--- config.mk ---
export PLATFORM = sky130hd
export DESIGN_NAME = div_unit_flat
export DESIGN_NICKNAME = d
export VERILOG_FILES = /design/src/rtl/div_if.sv /design/src/rtl/div_unit.sv /design/src/flat_wrapper.sv
export SDC_FILE = /design/constraint.sdc
export NUM_CORES = 1
export LEC_CHECK = 0
export BUFFER_PORTS_ARGS = -buffer_cell sky130_fd_sc_hd__buf_2
export CORE_ASPECT_RATIO = 0.75
export CORE_MARGIN = 1
export CORE_UTILIZATION = 31
export DETAILED_ROUTE_END_ITERATION = 16
export PLACE_DENSITY_LB_ADDON = 0.3
export SLEW_MARGIN = 5
export SYNTH_ARGS = -nofsm -noshare
export SYNTH_HDL_FRONTEND = slang
export SYNTH_SLANG_ARGS = --single-unit
--- constraint.sdc ---
create_clock -name clk -period 5.1 [get_ports clk]
set_input_delay 0.255 -clock clk [delete_from_list [all_inputs] [get_ports clk]]
set_output_delay 0.255 -clock clk [all_outputs]
set_load 0.01 [all_outputs]
--- src/rtl/div_if.sv ---
// Handshake and data bundle between the EX stage (master) and the divider (slave).
interface div_if #(
  parameter int DATA_W = 32
);
  logic                  signed_div;
  logic [DATA_W-1:0]     opdata1;
  logic [DATA_W-1:0]     opdata2;
  logic                  start;
  logic                  annul;
  logic [2*DATA_W-1:0]   result;
  logic                  ready;
  logic                  stallreq;

  modport master (
    output signed_div, opdata1, opdata2, start, annul,
    input  result, ready, stallreq
  );

  modport slave (
    input  signed_div, opdata1, opdata2, start, annul,
    output result, ready, stallreq
  );
endinterface

--- src/rtl/div_unit.sv ---
// div_unit: multi-cycle radix-2 restoring DIV/DIVU, result = {remainder, quotient}.
// Optional feature: define DIV_EARLY_OUT_EN to finish early when |dividend| < |divisor|.
module div_unit #(
  parameter int DATA_W = 32,
  parameter int CNT_W  = 6
) (
  input  logic clk,
  input  logic resetn,
  div_if.slave bus
);

  typedef enum logic [1:0] {
    IDLE   = 2'd0,
    BYZERO = 2'd1,
    ON     = 2'd2,
    END    = 2'd3
  } state_e;

  localparam logic [CNT_W-1:0] CNT_LAST = CNT_W'(DATA_W);

  function automatic logic [DATA_W-1:0] apply_sign(input logic [DATA_W-1:0] v,
                                                   input logic              neg);
    if (neg) begin
      return (~v) + DATA_W'(1);
    end else begin
      return v;
    end
  endfunction

  function automatic logic [DATA_W-1:0] magnitude(input logic [DATA_W-1:0] v,
                                                  input logic              is_signed);
    return apply_sign(v, is_signed & v[DATA_W-1]);
  endfunction

  state_e              state_q, state_d;
  logic [CNT_W-1:0]    counter_q, counter_d;
  logic [2*DATA_W:0]   work_q, work_d;
  logic [DATA_W-1:0]   divisor_q, divisor_d;
  logic                quot_neg_q, quot_neg_d;
  logic                rem_neg_q, rem_neg_d;
  logic                early_q, early_d;
  logic [2*DATA_W-1:0] result_q, result_d;
  logic                ready_q, ready_d;

  logic [DATA_W-1:0]   op1_abs_s;
  logic [DATA_W-1:0]   op2_abs_s;
  logic [DATA_W+1:0]   trial_s;
  logic [2*DATA_W:0]   step_s;
  logic [DATA_W-1:0]   quot_fin_s;
  logic [DATA_W-1:0]   rem_fin_s;

  // One restoring step: trial-subtract the divisor from the upper partial remainder.
  always_comb begin
    op1_abs_s = magnitude(bus.opdata1, bus.signed_div);
    op2_abs_s = magnitude(bus.opdata2, bus.signed_div);
    trial_s   = {1'b0, work_q[2*DATA_W:DATA_W]} - {2'b00, divisor_q};
    step_s    = {(2*DATA_W+1){1'b0}};
    if (trial_s[DATA_W+1]) begin
      step_s = work_q << 1;
    end else begin
      step_s    = {trial_s[DATA_W:0], work_q[DATA_W-1:0]} << 1;
      step_s[0] = 1'b1;
    end
    quot_fin_s = step_s[DATA_W-1:0];
    rem_fin_s  = step_s[2*DATA_W:DATA_W+1];
  end

  // Next-state and next-datapath logic for the control FSM.
  always_comb begin
    state_d    = state_q;
    counter_d  = counter_q;
    work_d     = work_q;
    divisor_d  = divisor_q;
    quot_neg_d = quot_neg_q;
    rem_neg_d  = rem_neg_q;
    early_d    = early_q;
    result_d   = result_q;
    ready_d    = ready_q;

    case (state_q)
      IDLE: begin
        ready_d  = 1'b0;
        result_d = {(2*DATA_W){1'b0}};
        if (bus.start && !bus.annul) begin
          counter_d  = {CNT_W{1'b0}};
          divisor_d  = op2_abs_s;
          work_d     = {{DATA_W{1'b0}}, op1_abs_s, 1'b0};
          quot_neg_d = bus.signed_div & (bus.opdata1[DATA_W-1] ^ bus.opdata2[DATA_W-1]);
          rem_neg_d  = bus.signed_div & bus.opdata1[DATA_W-1];
          early_d    = 1'b0;
          if (bus.opdata2 == {DATA_W{1'b0}}) begin
            state_d = BYZERO;
          end else begin
`ifdef DIV_EARLY_OUT_EN
            // Early exit shares the one-cycle BYZERO hop so ready lands at N+2.
            if (op1_abs_s < op2_abs_s) begin
              early_d = 1'b1;
              state_d = BYZERO;
            end else begin
              state_d = ON;
            end
`else
            state_d = ON;
`endif
          end
        end else begin
          state_d = IDLE;
        end
      end

      BYZERO: begin
        if (bus.annul) begin
          state_d  = IDLE;
          ready_d  = 1'b0;
          result_d = {(2*DATA_W){1'b0}};
        end else begin
          state_d = END;
          ready_d = 1'b1;
          if (early_q) begin
            result_d = {apply_sign(work_q[DATA_W:1], rem_neg_q), {DATA_W{1'b0}}};
          end else begin
            result_d = {(2*DATA_W){1'b0}};
          end
        end
      end

      ON: begin
        if (bus.annul) begin
          state_d  = IDLE;
          ready_d  = 1'b0;
          result_d = {(2*DATA_W){1'b0}};
        end else begin
          work_d    = step_s;
          counter_d = counter_q + CNT_W'(1);
          if (counter_d == CNT_LAST) begin
            state_d  = END;
            ready_d  = 1'b1;
            result_d = {apply_sign(rem_fin_s, rem_neg_q), apply_sign(quot_fin_s, quot_neg_q)};
          end else begin
            state_d = ON;
          end
        end
      end

      END: begin
        if (bus.annul || !bus.start) begin
          state_d  = IDLE;
          ready_d  = 1'b0;
          result_d = {(2*DATA_W){1'b0}};
        end else begin
          state_d = END;
        end
      end

      default: begin
        state_d  = IDLE;
        ready_d  = 1'b0;
        result_d = {(2*DATA_W){1'b0}};
      end
    endcase
  end

  // State and datapath registers with synchronous active-low reset.
  always_ff @(posedge clk) begin
    if (!resetn) begin
      state_q    <= IDLE;
      counter_q  <= {CNT_W{1'b0}};
      work_q     <= {(2*DATA_W+1){1'b0}};
      divisor_q  <= {DATA_W{1'b0}};
      quot_neg_q <= 1'b0;
      rem_neg_q  <= 1'b0;
      early_q    <= 1'b0;
      result_q   <= {(2*DATA_W){1'b0}};
      ready_q    <= 1'b0;
    end else begin
      state_q    <= state_d;
      counter_q  <= counter_d;
      work_q     <= work_d;
      divisor_q  <= divisor_d;
      quot_neg_q <= quot_neg_d;
      rem_neg_q  <= rem_neg_d;
      early_q    <= early_d;
      result_q   <= result_d;
      ready_q    <= ready_d;
    end
  end

  assign bus.result   = result_q;
  assign bus.ready    = ready_q;
  // Combinational so the pipeline freezes in the same cycle the request appears.
  assign bus.stallreq = resetn & bus.start & ~bus.annul & ~ready_q;

endmodule

--- src/flat_wrapper.sv ---
// flat-port wrapper written by rule: the top's interface ports become plain ports
module div_unit_flat 
#(
  parameter int DATA_W = 32,
  parameter int CNT_W  = 6
)
  (clk, resetn, bus_signed_div, bus_opdata1, bus_opdata2, bus_start, bus_annul, bus_result, bus_ready, bus_stallreq);
  div_if #(.DATA_W(DATA_W)) bus_i ();
  input  logic clk;
  input  logic resetn;
  input wire logic [$bits(bus_i.signed_div)-1:0] bus_signed_div;
  input wire logic [$bits(bus_i.opdata1)-1:0] bus_opdata1;
  input wire logic [$bits(bus_i.opdata2)-1:0] bus_opdata2;
  input wire logic [$bits(bus_i.start)-1:0] bus_start;
  input wire logic [$bits(bus_i.annul)-1:0] bus_annul;
  output wire logic [$bits(bus_i.result)-1:0] bus_result;
  output wire logic [$bits(bus_i.ready)-1:0] bus_ready;
  output wire logic [$bits(bus_i.stallreq)-1:0] bus_stallreq;
  assign bus_i.signed_div = bus_signed_div;
  assign bus_i.opdata1 = bus_opdata1;
  assign bus_i.opdata2 = bus_opdata2;
  assign bus_i.start = bus_start;
  assign bus_i.annul = bus_annul;
  assign bus_result = bus_i.result;
  assign bus_ready = bus_i.ready;
  assign bus_stallreq = bus_i.stallreq;
  div_unit #(.DATA_W(DATA_W), .CNT_W(CNT_W)) u_core (.clk(clk), .resetn(resetn), .bus(bus_i));
endmodule
Word level (Yosys, flattened, before mapping) --
Cells that the tools add are included.
Storage, ports and cells: bits in registers 172, word-level logic and storage cells 73
Cells by class: $add $sub $neg 6, equal/unequal tests 8, muxes and demuxes 27, bitwise gates (word level) 13, reduce and logical (&&, ||, !) cells 11
Operators by type and width (number):
- 65-bit two-way mux | 3
- 64-bit two-way mux | 3
- 64-bit one-hot mux with 3 select lines | 1
- 65-bit one-hot mux with 2 select lines | 1
- 32-bit by 1-bit adder with 32-bit output (second input constant) | 4
- 32-bit two-way mux | 4
- 32-bit inverter | 4
- 33-bit by 32-bit subtractor with 34-bit output | 1
- 32-bit logical NOT | 1
- 6-bit two-way mux | 2
- 6-bit one-hot mux with 2 select lines | 1
- 2-bit two-way mux | 5
- 2-bit one-hot mux with 4 select lines | 1
- 6-bit by 1-bit adder with 6-bit output (second input constant) | 1
- 1-bit bitwise AND | 6
- 6-bit == test (second input constant) | 1
- 1-bit two-way mux | 5
- 2-bit == test (second input constant) | 2
- 2-bit by 1-bit != test with 1-bit output (second input constant) | 2
- 1-bit one-hot mux with 4 select lines | 1
- 2-bit AND reduction | 2
- 3-bit by 2-bit != test with 1-bit output (second input constant) | 1
- 3-bit AND reduction | 1
- 2-bit by 1-bit == test with 1-bit output (second input constant) | 1
- 9 further kinds | 11

Depth between registers and ports, before layout --
word-level depth 8, depth in mapped cells 23, depth with buffers taken out 19

Worst setup path after synthesis --
Ideal clock, no wire load.
path type register to register, start point register u_core.divisor_q[16], end point register u_core.result_q[62], in the netlist u_core.bus.result[62], arrival 4.129 ns, setup slack 0.846 ns, cell stages (with the launch flop) 22, cells stage by stage dfxtp_1 inv_1 ha_1 buf_2 a21oi_1 o21ai_0 nor4_4 o21ai_4 clkbuf_1 buf_2 buf_2 o21ai_0 ha_1 nand2_1 nor3_1 o211ai_1 o41ai_4 and2_4 nand3_4 o41ai_2 xnor2_1 o21ai_1
Between the ends: cells in the longest elaborated chain, start to end 8
Ends and longest elaborated chain:
- start: declaration | line div_unit.sv:38 | logic [DATA_W-1:0] divisor_q, divisor_d;
- start signal: assignment | line div_unit.sv:169 | divisor_q <= {DATA_W{1'b0}};
- start signal: assignment | line div_unit.sv:179 | divisor_q <= divisor_d;
- 33-bit by 32-bit subtractor with 34-bit output * | line div_unit.sv:56 | trial_s = {1'b0, work_q[2*DATA_W:DATA_W]} - {2'b00, divisor_q};
- 65-bit two-way mux * | line div_unit.sv:58 | if (trial_s[DATA_W+1]) begin
- 32-bit inverter | line div_unit.sv:24 | return (~v) + DATA_W'(1);
- 32-bit by 1-bit adder with 32-bit output | line div_unit.sv:24
- 32-bit two-way mux * | line div_unit.sv:23 | if (neg) begin
- 64-bit two-way mux * | line div_unit.sv:135 | if (counter_d == CNT_LAST) begin
- 64-bit two-way mux * | line div_unit.sv:128 | if (bus.annul) begin
- 64-bit one-hot mux with 3 select lines * | line div_unit.sv:80 | case (state_q)
- end signal: assignment | line div_unit.sv:173 | result_q <= {(2*DATA_W){1'b0}};
- end signal: assignment | line div_unit.sv:183 | result_q <= result_d;
- end: declaration | line div_unit.sv:42 | logic [2*DATA_W-1:0] result_q, result_d;
Every way passes the cells marked *; elsewhere a longest branch is shown, timed or not. The select of a mux whose other input is x is not followed. A chain may end at the register's enable or synchronous reset.

Worst setup path after layout --
start point register u_core.work_q[48], end point register u_core.result_q[62], in the netlist u_core.bus.result[62]
Between the ends: cells in the longest elaborated chain, start to end 8
Ends and longest elaborated chain:
- start: declaration | line div_unit.sv:37 | logic [2*DATA_W:0] work_q, work_d;
- start signal: assignment | line div_unit.sv:168 | work_q <= {(2*DATA_W+1){1'b0}};
- start signal: assignment | line div_unit.sv:178 | work_q <= work_d;
- 33-bit by 32-bit subtractor with 34-bit output | line div_unit.sv:56
- 65-bit two-way mux * | line div_unit.sv:58
- 32-bit inverter | line div_unit.sv:24
- 32-bit by 1-bit adder with 32-bit output | line div_unit.sv:24
- 32-bit two-way mux * | line div_unit.sv:23
- 64-bit two-way mux * | line div_unit.sv:135
- 64-bit two-way mux * | line div_unit.sv:128
- 64-bit one-hot mux with 3 select lines * | line div_unit.sv:80
Marked as above.

==> flow_summary_export.csv <==
group,metric,value,unit
outcome,outcome,"finished, final reports clean",
routing,drt-initial-drc-count,1099,
logic_synthesis,yosysTopAreaCell,"dfxtp_1",
layout,final_cells,2203,
routing,dr.pass1.iters,6,
sta,hold_viol,0,
sta,drv_slew,0,
grt,grt_max_degree,69,
critical_path,path_max_fanout,10,
layout,num_antenna_cells,0,
logic_synthesis,synth_most_common_cell,"nand2_1",
floorplanning,ioPinCount,135,
critical_path,crit_arrival,4970,ps
critical_path,cp.buffers_inverters,0,
clocking,cts.path.max_buffers,2,
logic_synthesis,ys_ff_latch,172,
floorplanning,std_cell_rows,61,
routing,vias,11900,
worst_hold_path,hold_class,"in -> reg",
pwr,ir_drop,0.000205,V
place,place_congestion,0.953,
clocking,cts_made_buffers,17,
layout,drive_gt1_share,12.8,%
floorplanning,placeableCoreArea,0.0374,mm^2
logic_synthesis,syn_inst,1617,
logic_synthesis,synth_area,0.0119,mm^2
sta,grt_setup_unrepaired,"false",
layout,utilization,36.3,%
worst_hold_path,worstHoldStart,"bus_opdata2[0]",
sta,maxSlewHeadroom,24.0,%
clocking,cts-root-buf,"clkbuf_16",
critical_path,worstSetupPathType,"reg -> reg",
critical_path,slowest_delay,570,ps
logic_synthesis,synth_commonest_cells,"nand2_1 (206), nor2_1 (198), dfxtp_1 (172)",
critical_path,endpoint_kind,"flop",
pwr,p_per_area,257,mW/mm^2
logic_synthesis,syn_nets,1729,
logic_synthesis,synth.top_cell.area_share,29.0,%
critical_path,cp_slowest_cell,"nor4_4",
clocking,clk_pin_slew,80,ps
routing,vias_per_cell,5.41,
sta,fin_tns_setup,0,ps
pwr,power,3.48,mW
clocking,cts_tree,"done",
grt,antenna_found_initial,1,
logic_synthesis,synth_flop_cell,"dfxtp_1",
place,place_hpwl,31300,um
worst_hold_path,hold_depth,3,
routing,wl_per_cell,18.2,um
clocking,post_cts_buffers,0,
routing,drc,0,
pwr,leakagePower,5.30,nW
layout,fin_nets,1798,
routing,routed_wl,40200,um
sta,tightest_slew,1140,ps
critical_path,cp-start-kind,"flop",
clocking,clkSinkCount,172,
logic_synthesis,synth_edf_count,0,
clocking,htree_levels,4,
grt,track_usage,20.5,%
logic_synthesis,synth.area.top_cells,"dfxtp_1 (29%), nand2_1 (6.5%), nor2_1 (6.2%), a21oi_1 (5.6%), o21ai_0 (5.0%)",
clocking,insertion_delay,460,ps
sta,holdWs,101,ps
critical_path,worst_path_dominant_cell_family,"compound AO/OA/AOI/OAI gates",
logic_synthesis,async_flop_share,0,%
sta,period_share,90.9,%
floorplanning,die_y,172,um
logic_synthesis,yosysWarnings,0,
critical_path,r2r_slack,460,ps
critical_path,timing.rr.end,"u_core.bus.result[62]",
sta,skew,15.1,ps
sta,period_needed,4640,ps
critical_path,critical_path.cell_chain,"ha_1, a21oi_1, o21ai_0, nor4_4, o21ai_4, o21ai_0, ha_1, nand2_1, nor3_1, o211ai_1, o41ai_4, and2_4, nand3_4, o41ai_2, xnor2_1, o21ai_1",
sta,fmax,0.216,GHz
place,io_buffers,134,
worst_hold_path,min_to,"u_core.divisor_q[0]",
place,dpl.cell_count,2171,
clocking,post_cts_resized,0,
logic_synthesis,yosys.cell_types.count,82,
sta,setup_violations,0,
grt,grt_overflow,0,
logic_synthesis,ys_seq_area_share,29.0,%
grt,grt_pass1_wl,63000,um
logic_synthesis,syn_avg_cell_area,7.35,um^2
grt,grt_pass1_vias,10700,
floorplanning,die_area,0.0392,mm^2
floorplanning,die_w,228,um
run,max_cap_viol_count,0,
layout,n_fill_cell,4021,
floorplanning,initial_core_util,31.8,%
critical_path,r2r-start,"u_core.work_q[48]",
layout,syn2layout_area_growth,14.0,%
critical_path,ff2ff_path_depth,16,
routing,ant_nets,0,
critical_path,required,5430,ps
clocking,cts_hold_buf,0,
## where the power goes
group	internal [mW]	total, mW	switching (mW)
Combinational	0.238	0.690	0.452
Sequential	1.38	1.42	0.0394
Clock	0.751	1.37	0.622
Total	2.37	3.48	1.11
## final cells by class
class / count / area (um^2) / area share, %
Clock buffer: 20 / 447 / 3.29
Clock inverter: 12 / 154 / 1.13
Inverter: 50 / 190 / 1.40
Multi-Input combinational cell: 1294 / 7900 / 58.2
Sequential cell: 172 / 3440 / 25.4
Tap cell: 504 / 631 / 4.65
Timing Repair Buffer: 151 / 798 / 5.89
## per-stage QoR
| step | area, um^2 | setup WS (ps) |
|---|---|---|
| floorplan | 11900 | 846 |
| global placement | 13000 | 823 |
| detailed placement | 13000 | 585 |
| CTS | 13600 | 566 |
| global route | 13600 | 54.7 |
| finish | 13600 | 464 |
## state kept, by name, summed over array words and instances, names as in the netlist
name,flops
u_core.work_q,65
u_core.bus.result,64
u_core.divisor_q,32
u_core.counter_q,6
u_core.state_q,2
u_core.bus.ready,1
u_core.quot_neg_q,1
u_core.rem_neg_q,1
## layout by cell type (no fill, tap or decap), types with 32 or more instances in the layout
cell,Yosys,final
xnor2_1,66,66
xor2_1,59,59
or3_1,32,32
inv_1,48,48
dfxtp_1,172,172
buf_2,12,134
nor2_1,198,196
a21oi_1,133,131
o21ai_0,119,119
a22oi_1,43,43
nand2_1,206,206
nor3_1,37,36
ha_1,42,41
o31ai_1,33,33
a211oi_1,36,36
## kinds of logic after synthesis
| logic type | after synthesis | share of synthesized area (%) |
|---|---|---|
| xor+xnor | 125 | 9.21 |
| fa+ha+maj | 43 | 4.59 |
| mux | 26 | 2.21 |
| compound gates | 484 | 26.1 |
| simple gates | 616 | 24.0 |
| buf+inv | 151 | 4.97 |
| flops | 172 | 29.0 |
## how the worst max path moves through the flow
stage,startpoint,to,cells past startpoint
after floorplan,u_core.divisor_q[16],u_core.bus.result[62],21
after global placement,u_core.work_q[48],u_core.bus.result[62],16
after detailed placement,u_core.work_q[48],u_core.bus.result[62],16
after CTS,u_core.work_q[48],u_core.bus.result[62],16
after global routing,u_core.work_q[40],u_core.bus.result[62],17
final,u_core.work_q[48],u_core.bus.result[62],16
## worst register-to-register path: stages, from the launching register on
cell and delay [ps]:
dfxtp_1 460, ha_1 380, a21oi_1 320, o21ai_0 300
nor4_4 570, o21ai_4 190, o21ai_0 370, ha_1 310
nand2_1 110, nor3_1 270, o211ai_1 200, o41ai_4 130
and2_4 260, nand3_4 90, o41ai_2 330, xnor2_1 160
o21ai_1 70
## routing by layer
| metal | routed length (um) | up-vias | share of wire, % | track usage, % |
|---|---|---|---|---|
| met5 | 13 | - | 0.032 | 0 |
| met4 | 599 | 2 | 1.5 | 4.99 |
| met3 | 2240 | 36 | 5.6 | 4.16 |
| met2 | 16600 | 350 | 41 | 29.6 |
| met1 | 20800 | 5608 | 52 | 30.6 |
| li1 | - | 5915 | - | - |
Power figures use the tool's default switching activity.
